==> src/rtl/tcbm_device_link.sv <==
// tcbm_device_link
// Device-side (drive-end) TCBM handshake engine. Each host transfer is two
// 4-phase DAV/ACK handshakes: a code byte followed by one data byte.
//   code 0x81 : host writes a command byte  -> rx stream, rx_is_cmd=1
//   code 0x82 : host writes a data byte     -> rx stream, rx_is_cmd=0
//   code 0x83 : host reads a byte           <- tx stream (tx_data/tx_status)
// Ports:
//   clock, reset          system clock, synchronous active-high reset
//   dav_in, pa_in         asynchronous host DAV and port A pins
//   pa_out, pa_oe         port A drive value / drive enable
//   ack_out, status_out   handshake ACK and 2 status pins to host
//   rx_valid/rx_ready/rx_data/rx_is_cmd   byte stream to the core
//   dev_status            status returned for 0x81/0x82 transfers
//   tx_valid/tx_data/tx_status/tx_ready   byte offered by the core for 0x83
//   err_code, err_timeout single-cycle error pulses
module tcbm_device_link #(
    parameter int SYNC_STAGES    = 2,
    parameter int SETTLE_CYCLES  = 4,
    parameter int TIMEOUT_CYCLES = 65535
) (
    input  logic       clock,
    input  logic       reset,
    input  logic       dav_in,
    input  logic [7:0] pa_in,
    output logic [7:0] pa_out,
    output logic       pa_oe,
    output logic       ack_out,
    output logic [1:0] status_out,
    output logic       rx_valid,
    output logic [7:0] rx_data,
    output logic       rx_is_cmd,
    input  logic       rx_ready,
    input  logic [1:0] dev_status,
    input  logic       tx_valid,
    input  logic [7:0] tx_data,
    input  logic [1:0] tx_status,
    output logic       tx_ready,
    output logic       err_code,
    output logic       err_timeout
);

    localparam int SW = $clog2(SETTLE_CYCLES + 1);
    localparam int TW = $clog2(TIMEOUT_CYCLES + 1);

    typedef enum logic [2:0] {
        ST_IDLE, ST_CODE, ST_CODE_REL, ST_RX_DAV,
        ST_RX_HOLD, ST_TX_WAIT, ST_TX_SET, ST_FIN
    } state_t;

    function automatic logic code_known(input logic [7:0] c);
        return (c == 8'h81) || (c == 8'h82) || (c == 8'h83);
    endfunction

    state_t            state_r, state_s;
    logic [SYNC_STAGES-1:0] dav_sync_r;
    logic [7:0]        pa_sync_r [SYNC_STAGES];
    logic              dav_s;
    logic [7:0]        pa_s;

    logic [7:0]        code_r, code_s;
    logic [SW-1:0]     settle_r, settle_s;
    logic [TW-1:0]     to_cnt_r, to_cnt_s;
    logic              armed_r, armed_s;
    logic              to_count_s;

    logic [7:0]        pa_out_r, pa_out_s;
    logic              pa_oe_r, pa_oe_s;
    logic              ack_r, ack_s;
    logic [1:0]        status_r, status_s;
    logic              rx_valid_r, rx_valid_s;
    logic [7:0]        rx_data_r, rx_data_s;
    logic              rx_is_cmd_r, rx_is_cmd_s;
    logic              tx_ready_r, tx_ready_s;
    logic              err_code_r, err_code_s;
    logic              err_to_r, err_to_s;

    // Input synchronisers; deliberately not reset so a DAV held high across
    // reset is still seen as high and cannot fake a fresh 0->1 edge.
    always_ff @(posedge clock) begin
        dav_sync_r   <= {dav_sync_r[SYNC_STAGES-2:0], dav_in};
        pa_sync_r[0] <= pa_in;
        for (int i = 1; i < SYNC_STAGES; i++) begin
            pa_sync_r[i] <= pa_sync_r[i-1];
        end
    end

    assign dav_s = dav_sync_r[SYNC_STAGES-1];
    assign pa_s  = pa_sync_r[SYNC_STAGES-1];

    // Next-state and next-output logic for the handshake engine.
    always_comb begin
        state_s     = state_r;
        code_s      = code_r;
        settle_s    = settle_r;
        pa_out_s    = pa_out_r;
        pa_oe_s     = pa_oe_r;
        ack_s       = ack_r;
        status_s    = status_r;
        rx_valid_s  = rx_valid_r;
        rx_data_s   = rx_data_r;
        rx_is_cmd_s = rx_is_cmd_r;
        tx_ready_s  = 1'b0;
        err_code_s  = 1'b0;
        err_to_s    = 1'b0;
        // A new code is only accepted once DAV has been observed low.
        armed_s     = armed_r | ~dav_s;
        to_count_s  = 1'b0;

        case (state_r)
            ST_IDLE: begin
                pa_oe_s = 1'b0;
                ack_s   = 1'b0;
                if (dav_s && armed_r) begin
                    state_s  = ST_CODE;
                    code_s   = pa_s;
                    settle_s = '0;
                    if (!code_known(pa_s)) begin
                        err_code_s = 1'b1;
                        status_s   = 2'b11;
                    end else begin
                        status_s = status_r;
                    end
                end else begin
                    state_s = ST_IDLE;
                end
            end
            ST_CODE: begin
                if (settle_r == SW'(SETTLE_CYCLES - 1)) begin
                    ack_s   = 1'b1;
                    state_s = ST_CODE_REL;
                end else begin
                    settle_s = settle_r + 1'b1;
                end
            end
            ST_CODE_REL: begin
                to_count_s = 1'b1;
                if (!dav_s) begin
                    ack_s = 1'b0;
                    if (!code_known(code_r)) begin
                        state_s = ST_IDLE;
                    end else if (code_r == 8'h83) begin
                        state_s = ST_TX_WAIT;
                    end else begin
                        state_s = ST_RX_DAV;
                    end
                end else begin
                    state_s = ST_CODE_REL;
                end
            end
            ST_RX_DAV: begin
                to_count_s = 1'b1;
                if (dav_s) begin
                    rx_data_s   = pa_s;
                    rx_valid_s  = 1'b1;
                    rx_is_cmd_s = (code_r == 8'h81);
                    settle_s    = '0;
                    state_s     = ST_RX_HOLD;
                end else begin
                    state_s = ST_RX_DAV;
                end
            end
            ST_RX_HOLD: begin
                // While rx_valid is up we wait on the core; afterwards the
                // settle counter runs from the cycle status_out was updated.
                if (rx_valid_r) begin
                    if (rx_ready) begin
                        rx_valid_s = 1'b0;
                        status_s   = dev_status;
                        settle_s   = '0;
                    end else begin
                        rx_valid_s = 1'b1;
                    end
                end else if (settle_r == SW'(SETTLE_CYCLES - 1)) begin
                    ack_s   = 1'b1;
                    state_s = ST_FIN;
                end else begin
                    settle_s = settle_r + 1'b1;
                end
            end
            ST_TX_WAIT: begin
                to_count_s = ~dav_s;
                if (dav_s && tx_valid) begin
                    pa_out_s   = tx_data;
                    status_s   = tx_status;
                    pa_oe_s    = 1'b1;
                    tx_ready_s = 1'b1;
                    settle_s   = '0;
                    state_s    = ST_TX_SET;
                end else begin
                    state_s = ST_TX_WAIT;
                end
            end
            ST_TX_SET: begin
                if (settle_r == SW'(SETTLE_CYCLES - 1)) begin
                    ack_s   = 1'b1;
                    state_s = ST_FIN;
                end else begin
                    settle_s = settle_r + 1'b1;
                end
            end
            ST_FIN: begin
                to_count_s = 1'b1;
                if (!dav_s) begin
                    pa_oe_s = 1'b0;
                    ack_s   = 1'b0;
                    state_s = ST_IDLE;
                end else begin
                    state_s = ST_FIN;
                end
            end
            default: begin
                state_s = ST_IDLE;
                ack_s   = 1'b0;
                pa_oe_s = 1'b0;
            end
        endcase

        // Timeout counter: cleared on every state change, counts only in
        // the host-wait states. Expiry aborts the transfer and disarms so a
        // stuck-high DAV is not taken as a new code byte.
        if (state_s != state_r) begin
            to_cnt_s = '0;
        end else if (to_count_s) begin
            if (to_cnt_r == TW'(TIMEOUT_CYCLES - 1)) begin
                to_cnt_s   = '0;
                err_to_s   = 1'b1;
                ack_s      = 1'b0;
                pa_oe_s    = 1'b0;
                rx_valid_s = 1'b0;
                armed_s    = 1'b0;
                state_s    = ST_IDLE;
            end else begin
                to_cnt_s = to_cnt_r + 1'b1;
            end
        end else begin
            to_cnt_s = to_cnt_r;
        end
    end

    // State and output registers with synchronous reset.
    always_ff @(posedge clock) begin
        if (reset) begin
            state_r     <= ST_IDLE;
            code_r      <= 8'h00;
            settle_r    <= '0;
            to_cnt_r    <= '0;
            armed_r     <= 1'b0;
            pa_out_r    <= 8'h00;
            pa_oe_r     <= 1'b0;
            ack_r       <= 1'b0;
            status_r    <= 2'b00;
            rx_valid_r  <= 1'b0;
            rx_data_r   <= 8'h00;
            rx_is_cmd_r <= 1'b0;
            tx_ready_r  <= 1'b0;
            err_code_r  <= 1'b0;
            err_to_r    <= 1'b0;
        end else begin
            state_r     <= state_s;
            code_r      <= code_s;
            settle_r    <= settle_s;
            to_cnt_r    <= to_cnt_s;
            armed_r     <= armed_s;
            pa_out_r    <= pa_out_s;
            pa_oe_r     <= pa_oe_s;
            ack_r       <= ack_s;
            status_r    <= status_s;
            rx_valid_r  <= rx_valid_s;
            rx_data_r   <= rx_data_s;
            rx_is_cmd_r <= rx_is_cmd_s;
            tx_ready_r  <= tx_ready_s;
            err_code_r  <= err_code_s;
            err_to_r    <= err_to_s;
        end
    end

    assign pa_out      = pa_out_r;
    assign pa_oe       = pa_oe_r;
    assign ack_out     = ack_r;
    assign status_out  = status_r;
    assign rx_valid    = rx_valid_r;
    assign rx_data     = rx_data_r;
    assign rx_is_cmd   = rx_is_cmd_r;
    assign tx_ready    = tx_ready_r;
    assign err_code    = err_code_r;
    assign err_timeout = err_to_r;

endmodule

==> config.mk <==
export PLATFORM = sky130hd
export DESIGN_NAME = tcbm_device_link
export DESIGN_NICKNAME = d
export VERILOG_FILES = /design/src/rtl/tcbm_device_link.sv
export SDC_FILE = /design/constraint.sdc
export NUM_CORES = 1
export LEC_CHECK = 0
export CAP_MARGIN = 20
export CORE_MARGIN = 2
export CORE_UTILIZATION = 35
export DETAILED_ROUTE_END_ITERATION = 8
export GPL_TIMING_DRIVEN = 0
export HOLD_SLACK_MARGIN = 0.1
export PLACE_DENSITY_LB_ADDON = 0.2
export SKIP_CTS_REPAIR_TIMING = 1
export SLEW_MARGIN = 25
export SYNTH_ARGS = -nofsm -noshare
export SYNTH_HDL_FRONTEND = slang
export SYNTH_SLANG_ARGS = --single-unit
==> constraint.sdc <==
create_clock -name clock -period 2.25 [get_ports clock]
set_clock_uncertainty 0.2 [all_clocks]
set_input_delay 0.45 -clock clock [delete_from_list [all_inputs] [get_ports clock]]
set_output_delay 0.45 -clock clock [all_outputs]
set_load 0.05 [all_outputs]
# [Word level (Yosys, flattened, before mapping)]
# Memory sizes are Yosys's and may differ from the RTL's.
# Cells that the tools add are included.
[word_totals] regBits=58 ramBits=16 in_bits=25 mem_count=1
[classes] n_addsub=2 n_eq_ne=23 muxes=55 bitwise_logic=6 reduce_logical=21
[memory_table] memory="pa_sync_r" words=2 word_bits=8 read_ports=2 rd_clocked_by_memory_dff=0 write_ports=2 line="56" source="logic [7:0] pa_sync_r [SYNC_STAGES];"
[op_table] operator="3-bit two-way mux" count=17
[op_table] operator="8-bit equality test, second input constant" count=6
[op_table] operator="1-bit two-way mux" count=24
[op_table] operator="3-bit one-hot mux with 8 select lines" count=1
[op_table] operator="16-bit by 1-bit adder with 16-bit output, second input constant" count=1
[op_table] operator="16-bit equality test, second input constant" count=1
[op_table] operator="16-bit two-way mux" count=1
[op_table] operator="3-bit one-hot mux with 5 select lines" count=1
[op_table] operator="3-bit equality test, second input constant" count=4
[op_table] operator="2-bit two-way mux" count=6
[op_table] operator="2-bit != test, second input constant" count=6
[op_table] operator="3-bit by 2-bit equality test with 1-bit output, second input constant" count=3
[op_table] operator="3-bit OR reduction" count=3
[op_table] operator="2-bit OR reduction" count=4
[op_table] operator="2-bit one-hot mux with 3 select lines" count=1
[op_table] operator="2-bit AND reduction" count=3
[op_table] operator="6-bit AND reduction" count=1
[op_table] operator="1-bit NOT" count=5
[op_table] operator="5-bit AND reduction" count=1
[op_table] operator="5-bit nonzero test" count=1
[op_table] operator="1-bit logical OR" count=4
[op_table] operator="1-bit one-hot mux with 2 select lines" count=2
[op_table] operator="1-bit one-hot mux with 4 select lines" count=1
[op_table] operator="3-bit by 1-bit adder with 3-bit output, second input constant" count=1
[op_table] operator="other kinds (8)" count=9

# [Logic depth before layout (Yosys ltp)]
# Gate-level depths: netlist of run 1.
[depth] depth_word=9 depth_mapped=9 ltp_nobuf=7

# [Worst setup path after synthesis of run 1]
# Ideal clock, no wire load.
[synth_timing] path_type="flip-flop to flip-flop" start="register settle_r[0]" end="register to_cnt_r[7]" setup_ns=0.073 t_arrival_ns=1.961 t_required_ns=1.977 setup_slack_ns=0.016 path_stages_with_launch=10 period_less_slack_ns=2.234 path_cell_list="dfxtp_1 ha_1 nor2b_1 buf_6 mux2_4 a311o_1 o21a_1 buf_6 buf_8 nor3_4"
[synth_via] elab_chain_len=6
[synth_rtl] element="start: declaration" line="61" source="logic [SW-1:0] settle_r, settle_s;"
[synth_rtl] element="start signal: assignment" line="261" source="settle_r <= settle_s;"
[synth_rtl] element="3-bit by 2-bit equality test with 1-bit output *" line="128, 173, 194"
[synth_rtl] element="3-bit two-way mux" line="173, 194"
[synth_rtl] element="3-bit two-way mux" line="165" source="if (rx_valid_r) begin"
[synth_rtl] element="3-bit one-hot mux with 8 select lines *" line="109" source="case (state_r)"
[synth_rtl] element="3-bit != test *" line="221" source="if (state_s != state_r) begin"
[synth_rtl] element="2-bit OR reduction (no source line) *"
[synth_rtl] element="end signal: assignment" line="262" source="to_cnt_r <= to_cnt_s;"
[synth_rtl] element="end: declaration" line="62" source="logic [TW-1:0] to_cnt_r, to_cnt_s;"
# Every way passes the cells marked *; elsewhere a longest branch is shown, timed or not.
# A chain may end at the register's enable or synchronous reset.

# [Final worst setup path of run 1]
[layout_timing] start="register settle_r[1]" end="register to_cnt_r[8]"
# The elaborated chain is that of the path after synthesis.

==> flow_summary.yaml, run 1 <==
logic_synthesis:
  adder_cell_fraction_of_synth_area: 0.0120
  synth_area_um2: 3130
  synth_xor_area_frac: 0.0364
  post-synth-top-count-cell: "dfxtp_1"
  syn_area_per_cell_um2: 9.19
  number_of_unique_standard_cell_types_used_by_synthesis: 53
  post_synth_mux_area_share: 0.0624
  share_of_flip_flops_with_an_asynchronous_set_or_reset: 0
  synth_edf_count: 0
  synth_top_family_by_area: "simple AND/OR/NAND/NOR gates"
  ys.warnings.count: 0
  synth.top_cell.area_share: 0.474
  synth-compound-area-share: 0.142
  mappedNetlistNets: 368
  yosysSeqAreaShare: 0.474
  post_synthesis_instance_total: 340
  synth_commonest_cells: "dfxtp_1 (74), nor2_1 (37), a21oi_1 (30)"
  synth.top_cells.by_area: "dfxtp_1 (47%), mux2i_1 (5.8%), a21oi_1 (4.8%), nor2_1 (4.4%), nand2_1 (3.5%)"
  synthDominantAreaCellType: "dfxtp_1"
  synth_top_flop_cell: "dfxtp_1"
  synth_simple_gate_area_share: 0.229
  ys_ff_latch: 74
route:
  drt-total-wl_um: 7330
  avgRoutedWirePerCell_um: 14.1
  detail_route.vias_per_cell: 5.14
  antenna_violating_nets_remaining: 0
  drc_errors: 0
  drtIter0Drc: 156
  vias_after_detailed_routing: 2661
  dr.pass1.iters: 4
hold_path:
  timing.hold.worst.class: "reg -> reg"
  holdPathStages: 0
  whs_endpoint: "pa_sync_r[0][12]"
  min-delay-start: "pa_sync_r[0][4]"
global_route:
  global_route.usage.total: 0.150
  largest_net_degree_at_the_start_of_global_routing: 14
  grt_residual_overflow: 0
  grt_antenna_before_repair: 0
  grt_pass1_wl_um: 11700
  via_count_of_the_first_global_routing_pass: 2500
sta:
  finalCriticalPeriod_ns: 2.22
  final-hold-violation-count: 0
  timing.final.max_slew_violations: 0
  grt_setup_unrepaired: "yes"
  setup_violations: 0
  max_frequency_ghz: 0.451
  timing.slew.headroom: 0.587
  fin_ws_ns: 0.0316
  tightest_slew_ns: 0.620
  final_min_period_over_clock_period: 0.986
clock_tree:
  clock_tree_from_tritoncts: "yes"
  clkSinkCount: 74
  clock_latency_ns: 0.35
  clockRootBuffer: "clkbuf_8"
  worst_setup_hold_path_clk_slew_ns: 0.08
  cts.htree.levels: 3
  clock_tree.buffer_depth: 2
  cts_buffers: 9
floorplan:
  io_pins: 50
  floorplan.core_area_um2: 8680
  effective_utilization_at_floorplan: 0.360
  die_y_um: 98.5
  core_rows: 34
  x_dimension_of_the_die_um: 98.5
  floorplan.die_area_um2: 9700
critical_path:
  path_buf_inv: 3
  worstSetupEndpointType: "register"
  critPathMostFrequentCell: "buf_6"
  required_ns: 2.33
  crit-reg2reg-capture: "to_cnt_r[8]"
  path_class: "reg -> reg"
  rrSetupSlack_ns: 0.03
  startpoint_class: "register"
  critPathTopFamily: "compound AO/OA/AOI/OAI gates"
  critical_path.slowest_cell: "dfxtp_2"
  cp_data_arrival_time_ns: 2.30
  slowest_delay_ns: 0.34
  crit_path_max_fanout: 6
  path_cells: "ha_4, nor2b_4, buf_6, mux2_4, a311o_1, o21a_1, buf_6, buf_12, nor3_2"
  crit-reg2reg-launch: "settle_r[1]"
  count_of_cells_along_the_worst_register_to_register_path: 9
pwr:
  design_power_total_w: 0.00268
  ir_worst_vdd_mv: 0.457
  total_leakage_power_nw: 1.45
  power_per_cell_area_nw_per_um2: 648
placement:
  dp_slack_ns: -0.418
  finalWeightedCongestion: 0.826
  place.port_buffers: 49
  detailed_place_hpwl_um: 5080
finish:
  antennaDiodeCount: 0
  area.growth.synth_to_final_pct: 32.2
  nets: 434
  proportion_of_layout_cells_with_a_drive_suffix_above_1: 0.149
  number_of_fill_cells_in_the_layout: 889
flow_run:
  cap_violations: 0
run_status:
  status: "completed"
[where the power goes]
group	total, W	switching, W	internal (W)	leakage (nW)
clock	0.00112	0.000500	0.000622	0.106
combinational	0.000194	0.0000996	0.0000947	0.739
sequential	0.00136	0.0000202	0.00134	0.605
[through the flow]
stage	cell area [um^2]	util	hold WS, ns	TNS [ns]	instances
finish	4130	0.476	0.131	0	518
global route	4130	0.476	0.136	-0.0237	518
CTS	3970	0.457	0.132	-3.23	512
detailed placement	3750	0.432	0.113	-6.97	497
global placement	3750	0.432	0.112	-6.25	497
floorplan	3130	-	0.110	0	340
[sequential cells by signal (all words and copies together), names as in the netlist]
signal	cells
rx_is_cmd	1
pa_out	8
settle_r	3
to_cnt_r	16
dav_sync_r	2
state_r	3
tx_ready	1
pa_oe	1
rx_data	8
ack_out	1
pa_sync_r	16
err_code	1
armed_r	1
status_out	2
err_timeout	1
code_r	8
rx_valid	1
[layout make-up]
class	instances	area, um^2	area share
sequential	74	1490	0.359
clock inverter	6	90.1	0.0218
buffer	17	121	0.0294
tap	108	135	0.0327
inverter	10	37.5	0.00909
multi-input combinational	238	1580	0.382
clock buffer	9	124	0.0300
timing repair buffer	56	561	0.136
[worst reg2reg max path, stage by stage, from the launching register on]
cell	delay [ns]
dfxtp_2	0.34
ha_4	0.16
nor2b_4	0.12
buf_6	0.12
mux2_4	0.26
a311o_1	0.31
o21a_1	0.22
buf_6	0.15
buf_12	0.14
nor3_2	0.15
[cells by family (layout without fill, tap and decap cells)]
logic type	count (synthesis)	count (layout)
flops	74	74
mux	19	19
buf+inv	28	98
simple gates	133	133
compound gates	70	70
fa+ha+maj	3	3
xor+xnor	13	13
[placed cells by master (no fill, tap or decap), drive strengths merged, types with 3 or more instances in the layout]
master,instances
clkbuf,19
nor2b,6
nand4,5
a21oi,30
inv,11
dfxtp,74
xor2,3
ha,3
nand2,29
nor2,38
a211oi,4
o2111ai,4
nor3,22
o21ai,10
nand3b,3
nand3,7
mux2i,18
a311oi,3
clkdlybuf4s50,48
and3,5
buf,14
nand2b,4
xnor2,10
nor3b,4
[worst max-delay path by stage]
| stage | startpoint | slack, ns | cells past startpoint | endpoint |
|---|---|---|---|---|
| after floorplan | settle_r[0] | 0.02 | 9 | to_cnt_r[7] |
| after global routing | settle_r[1] | -0.02 | 9 | to_cnt_r[8] |
| after detailed placement | tx_valid | -0.42 | 7 | to_cnt_r[6] |
| final | settle_r[1] | 0.03 | 9 | to_cnt_r[8] |
| after CTS | settle_r[0] | -0.23 | 7 | armed_r |
| after global placement | tx_valid | -0.37 | 7 | to_cnt_r[6] |
[layer usage]
layer,vias up,GRT usage,share of wire
li1,1334,-,-
met1,1266,0.194,0.47
met2,51,0.231,0.47
met3,10,0.0418,0.038
met4,0,0.0727,0.018
met5,-,0,0
No activity file was read; power rests on OpenSTA's default activity.
==> run 2, diff against run 1 <==
--- a/config.mk
+++ b/config.mk
@@ -5,6 +5,7 @@
 export SDC_FILE = /design/constraint.sdc
 export NUM_CORES = 1
 export LEC_CHECK = 0
+export ABC_CLOCK_PERIOD_IN_PS = 2250
 export CAP_MARGIN = 20
 export CORE_MARGIN = 2
 export CORE_UTILIZATION = 35
==> results of run 2 <==
Final layout, timing and power as in run 1 (identical DEF).
